$ cat src/rtl/ucie_ctl_fifo_pkg.sv
// Shared defaults and helpers for the UCIe controller single-clock FIFO.
package ucie_ctl_fifo_pkg;

    localparam int FIFO_DATA_W_DEF = 8;
    localparam int FIFO_DEPTH_DEF  = 16;

    // Pointer width for an n-entry array; a 1-entry index still needs one bit.
    function automatic int clog2_min1(input int n);
        int c;
        c = $clog2(n);
        return (c < 1) ? 1 : c;
    endfunction

endpackage

$ cat src/rtl/ucie_ctl_fifo_ptr.sv
// Wrapping index register: counts 0..DEPTH-1 and wraps explicitly, so any depth works.
module ucie_ctl_fifo_ptr
    import ucie_ctl_fifo_pkg::*;
#(
    parameter int  DEPTH = FIFO_DEPTH_DEF,
    localparam int PTR_W = clog2_min1(DEPTH)
) (
    input  logic             clk,
    input  logic             rst,
    input  logic             clr,
    input  logic             inc,
    output logic [PTR_W-1:0] ptr
);

    localparam logic [PTR_W-1:0] LAST = PTR_W'(DEPTH - 1);

    // Pointer register; reset beats clear, clear beats increment.
    always_ff @(posedge clk) begin
        if (rst) begin
            ptr <= {PTR_W{1'b0}};
        end else if (clr) begin
            ptr <= {PTR_W{1'b0}};
        end else if (inc) begin
            ptr <= (ptr == LAST) ? {PTR_W{1'b0}} : ptr + PTR_W'(1);
        end else begin
            ptr <= ptr;
        end
    end

endmodule

$ cat src/rtl/ucie_ctl_tx_sync_fifo.sv
// Single-clock show-ahead FIFO between the FDI-side producer and the RDI-side consumer.
// Full/empty come from the occupancy counter, never from pointer comparison.
module ucie_ctl_tx_sync_fifo
    import ucie_ctl_fifo_pkg::*;
#(
    parameter int  DATA_W = FIFO_DATA_W_DEF,
    parameter int  DEPTH  = FIFO_DEPTH_DEF,
    parameter int  AF_LVL = DEPTH - 2,
    parameter int  AE_LVL = 2,
    localparam int PTR_W  = clog2_min1(DEPTH),
    localparam int CNT_W  = $clog2(DEPTH + 1)
) (
    input  logic              clk,
    input  logic              rst,
    input  logic              flush,
    input  logic              in_valid,
    output logic              in_ready,
    input  logic [DATA_W-1:0] in_data,
    output logic              out_valid,
    input  logic              out_ready,
    output logic [DATA_W-1:0] out_data,
    output logic [CNT_W-1:0]  count,
    output logic              almost_full,
    output logic              almost_empty
);

    localparam logic [CNT_W-1:0] FULL_CNT = CNT_W'(DEPTH);
    localparam logic [CNT_W-1:0] AF_CNT   = CNT_W'(AF_LVL);
    localparam logic [CNT_W-1:0] AE_CNT   = CNT_W'(AE_LVL);

    if (DEPTH < 2) begin : g_bad_depth
        $error("ucie_ctl_tx_sync_fifo: DEPTH must be >= 2");
    end
    if ((AF_LVL < 1) || (AF_LVL > DEPTH)) begin : g_bad_af
        $error("ucie_ctl_tx_sync_fifo: AF_LVL must be in 1..DEPTH");
    end
    if ((AE_LVL < 0) || (AE_LVL >= DEPTH)) begin : g_bad_ae
        $error("ucie_ctl_tx_sync_fifo: AE_LVL must be in 0..DEPTH-1");
    end

    logic [DATA_W-1:0] mem [DEPTH];
    logic [PTR_W-1:0]  wr_ptr;
    logic [PTR_W-1:0]  rd_ptr;
    logic [CNT_W-1:0]  count_r;
    logic              push;
    logic              pop;

    // in_ready ignores out_ready on purpose: a full FIFO never push-and-pops in one cycle.
    assign in_ready     = (count_r != FULL_CNT);
    assign out_valid    = (count_r != {CNT_W{1'b0}});
    assign push         = in_valid & in_ready;
    assign pop          = out_valid & out_ready;
    assign out_data     = mem[rd_ptr];
    assign count        = count_r;
    assign almost_full  = (count_r >= AF_CNT);
    assign almost_empty = (count_r <= AE_CNT);

    ucie_ctl_fifo_ptr #(.DEPTH(DEPTH)) u_wr_ptr (
        .clk (clk),
        .rst (rst),
        .clr (flush),
        .inc (push),
        .ptr (wr_ptr)
    );

    ucie_ctl_fifo_ptr #(.DEPTH(DEPTH)) u_rd_ptr (
        .clk (clk),
        .rst (rst),
        .clr (flush),
        .inc (pop),
        .ptr (rd_ptr)
    );

    // Storage array; no reset, a write dropped by rst/flush leaves the entry untouched.
    always_ff @(posedge clk) begin
        if (push && !flush && !rst) begin
            mem[wr_ptr] <= in_data;
        end
    end

    // Occupancy counter; push and pop together leave it unchanged.
    always_ff @(posedge clk) begin
        if (rst) begin
            count_r <= {CNT_W{1'b0}};
        end else if (flush) begin
            count_r <= {CNT_W{1'b0}};
        end else begin
            case ({push, pop})
                2'b10:   count_r <= count_r + CNT_W'(1);
                2'b01:   count_r <= count_r - CNT_W'(1);
                default: count_r <= count_r;
            endcase
        end
    end

endmodule

$ cat config.mk
export PLATFORM = sky130hd
export DESIGN_NAME = ucie_ctl_tx_sync_fifo
export DESIGN_NICKNAME = d
export VERILOG_FILES = /design/src/rtl/ucie_ctl_fifo_pkg.sv /design/src/rtl/ucie_ctl_fifo_ptr.sv /design/src/rtl/ucie_ctl_tx_sync_fifo.sv
export SDC_FILE = /design/constraint.sdc
export NUM_CORES = 1
export LEC_CHECK = 0
export ABC_AREA = 1
export CORE_MARGIN = 1.5
export CORE_UTILIZATION = 50
export CTS_CLUSTER_SIZE = 12
export DETAILED_ROUTE_END_ITERATION = 8
export PLACE_DENSITY = 0.78
export SLEW_MARGIN = 20
export SYNTH_ARGS = -nofsm -noshare
export SYNTH_HDL_FRONTEND = slang
export SYNTH_HIERARCHICAL = 1
export SYNTH_SLANG_ARGS = --single-unit
$ cat constraint.sdc
create_clock -name clk -period 2 [get_ports clk]
set_input_delay 0.4 -clock clk [delete_from_list [all_inputs] [get_ports clk]]
set_output_delay 0.4 -clock clk [all_outputs]
set_load 0.03 [all_outputs]
==> run metrics <==
outcome finished with violations; failing checks negative setup slack; DR DRC count 0; Worst-Skew Late Latency 0.42 ns; clock-pin slew of the registers on the worst-case setup and hold paths 0.06 ns; GRT Overall Usage 25.47%; register area share after synthesis 63.28%; I/O pin cnt 30; dpl hpwl 10,020 um; DR WL met2 8275 um; Mapped Nets 684; Worst EP required 1.60 ns; Max Freq 457.3 MHz; post-synthesis instance area 6485 um^2; final core occ 67.42%; WHS 0.5398 ns; Root Driver clkbuf_16; drt first pass iters 6; final setup vio count 8; H-tree depth 4; initial drt markers 666; final instance area 8508 um^2; core area 12,620 um^2; Yosys cell types 29; CP Capture Type output pin; Synth area leaders edfxtp_1 (59%), nand2_1 (11%), nand3_1 (8.0%); Min-Delay Path Class reg2reg; leakage 3.667 nW; RSZ-0062 raised after global routing true; Initial Utilization 51.39%; setup TNS -1.079 ns; share of cells above drive strength 1 25.16%; total grt overflow 0; Die Ht 116.9 um; pwr dens 941.0 nW/um^2; Setup Crit Path Kind reg2out; crit start category flip-flop; Tcrit/Tclk final 109.3%; clock skew 0.004326 ns; Crit Path Max Fanout 10; DRT met1 WL 6281 um; yosys warns 6; synthesized instance count 664; PortBufs 29; RePlAce Congestion 0.8689; CTS max path bufs 2; largest net degree at the start of global routing 36; Slew Limit Fails 0; first-pass GRT wire length 25,500 um; max_slew headroom 50.99%; max cap viols 0; post-synth top area share 59.27%; antenna cells 0; vias in the first global route 4,998; Final nets 766; highest routing layer actually used met4; Fin. Hold Viols 0; setup ws final -0.1865 ns; TritonCTS clock tree built; Area growth syn-to-layout 31.20%; maximum vdd drop 0.0006163 V; flops & latches, synth 141; clk sinks 141; asr flop ratio synth 0%; leading area contributor after synthesis edfxtp_1; Avg Inst Size Synth 9.767 um^2; WL/cell 17.64 um; FP Rows 41; cts bufs inserted 17; slew of the pin with the lowest slew margin 0.7329 ns; routed vias/inst 5.296; DRT antenna net count 0; die width 116.9 um; Crit path arrival time 1.79 ns; Synth Flop Type edfxtp_1; commonest cells in the netlist nand2_1 (195), edfxtp_1 (128), inv_1 (121), nand3_1 (104), nor2_1 (35); total routed wirelength 16,420 um; FILL cells 854; Final min period 2.187 ns; EDFF count, synth 128; Die Area 13,660 um^2; antenna violations before repair 0; via count 4,931; top-count cell post-synth nand2_1; pre-CTS WS -0.1781 ns; placed inst area 7284 um^2; routed wl met3 1369 um
-- metal layers --
metal / GRT usage [%] / vias to the layer above
met5: 0 / -
met4: 11.89 / 0
met3: 6.849 / 50
met2: 43.51 / 264
met1: 30.18 / 2315
li1: - / 2302
-- final timing paths --
path | start | end | slack (ns) | cells past startpoint
setup / recovery | u_rd_ptr/ptr[0]$_SDFFE_PP0P_ | out_data[2] | -0.19 | 10
hold / removal | count[0]$_SDFFE_PP0P_ | count[0]$_SDFFE_PP0P_ | 0.54 | 2
setup reg to reg | count[2]$_SDFFE_PP0P_ | count[4]$_SDFFE_PP0P_ | 0.14 | 12
hold reg to reg | count[0]$_SDFFE_PP0P_ | count[0]$_SDFFE_PP0P_ | 0.54 | 2
-- registers in the layout (all words and copies together), names as in the netlist --
name,count
count,5
mem,128
u_rd_ptr/ptr,4
u_wr_ptr/ptr,4
-- critical path: stages, from the launching register on --
cell and delay (ns):
dfxtp_4 0.41, inv_8 0.07, buf_12 0.14, buf_12 0.14, nand2_1 0.06, nand2_1 0.05
nand2_1 0.09, nand3_2 0.12, nand3_2 0.08, nand2_2 0.08, buf_6 0.14
-- cell families after synthesis --
kind of cell | synth area share (%)
XOR/XNOR | 0.4052
adder cells (fa/ha/maj) | 1.466
AND/OR/NAND/NOR | 23.42
flip-flops | 63.28
buffers and inverters | 9.917
AO/OA/AOI/OAI | 1.505
-- metrics by stage --
stage / power, mW / instances
5_1_grt: 8.269 / 931
3_3_place_gp: 4.384 / 882
3_5_place_dp: 4.421 / 882
4_1_cts: 7.966 / 930
2_1_floorplan: 4.026 / 664
6_report: 8.007 / 931
-- layout by cell type (no fill, tap or decap), types with 7 or more instances in the layout --
cell	count
a21oi_1	7
buf_12	11
buf_4	40
buf_6	9
clkbuf_16	17
clkdlybuf4s50_1	17
dfxtp_4	7
edfxtp_1	128
inv_1	118
nand2_1	176
nand2_2	20
nand3_1	63
nand3_2	41
nor2_1	35
-- what timing repair did --
item,CTS,global route
setup endpoints to repair,12,10
resized for setup,90,33
cloned,5,0
setup buffers,11,1
pin swaps,19,13
hold buffers,0,0
-- layout make-up --
class	count	area, um^2	share of cell area (%)
Inverter	124	478.0	5.618
Multi-Input combinational cell	374	2047	24.06
Timing Repair Buffer	88	992.2	11.66
Clock inverter	15	220.2	2.588
Clock buffer	17	425.4	5.000
Tap cell	172	215.2	2.529
Sequential cell	141	4130	48.54
-- where the power goes --
group          switching, mW  leakage, nW  internal, mW
logic                  0.746         2.10         0.553
registers             0.0439         1.26          3.25
clock network           1.21        0.303          2.21
total                   2.00         3.67          6.01
No activity file was read; power rests on OpenSTA's default activity.
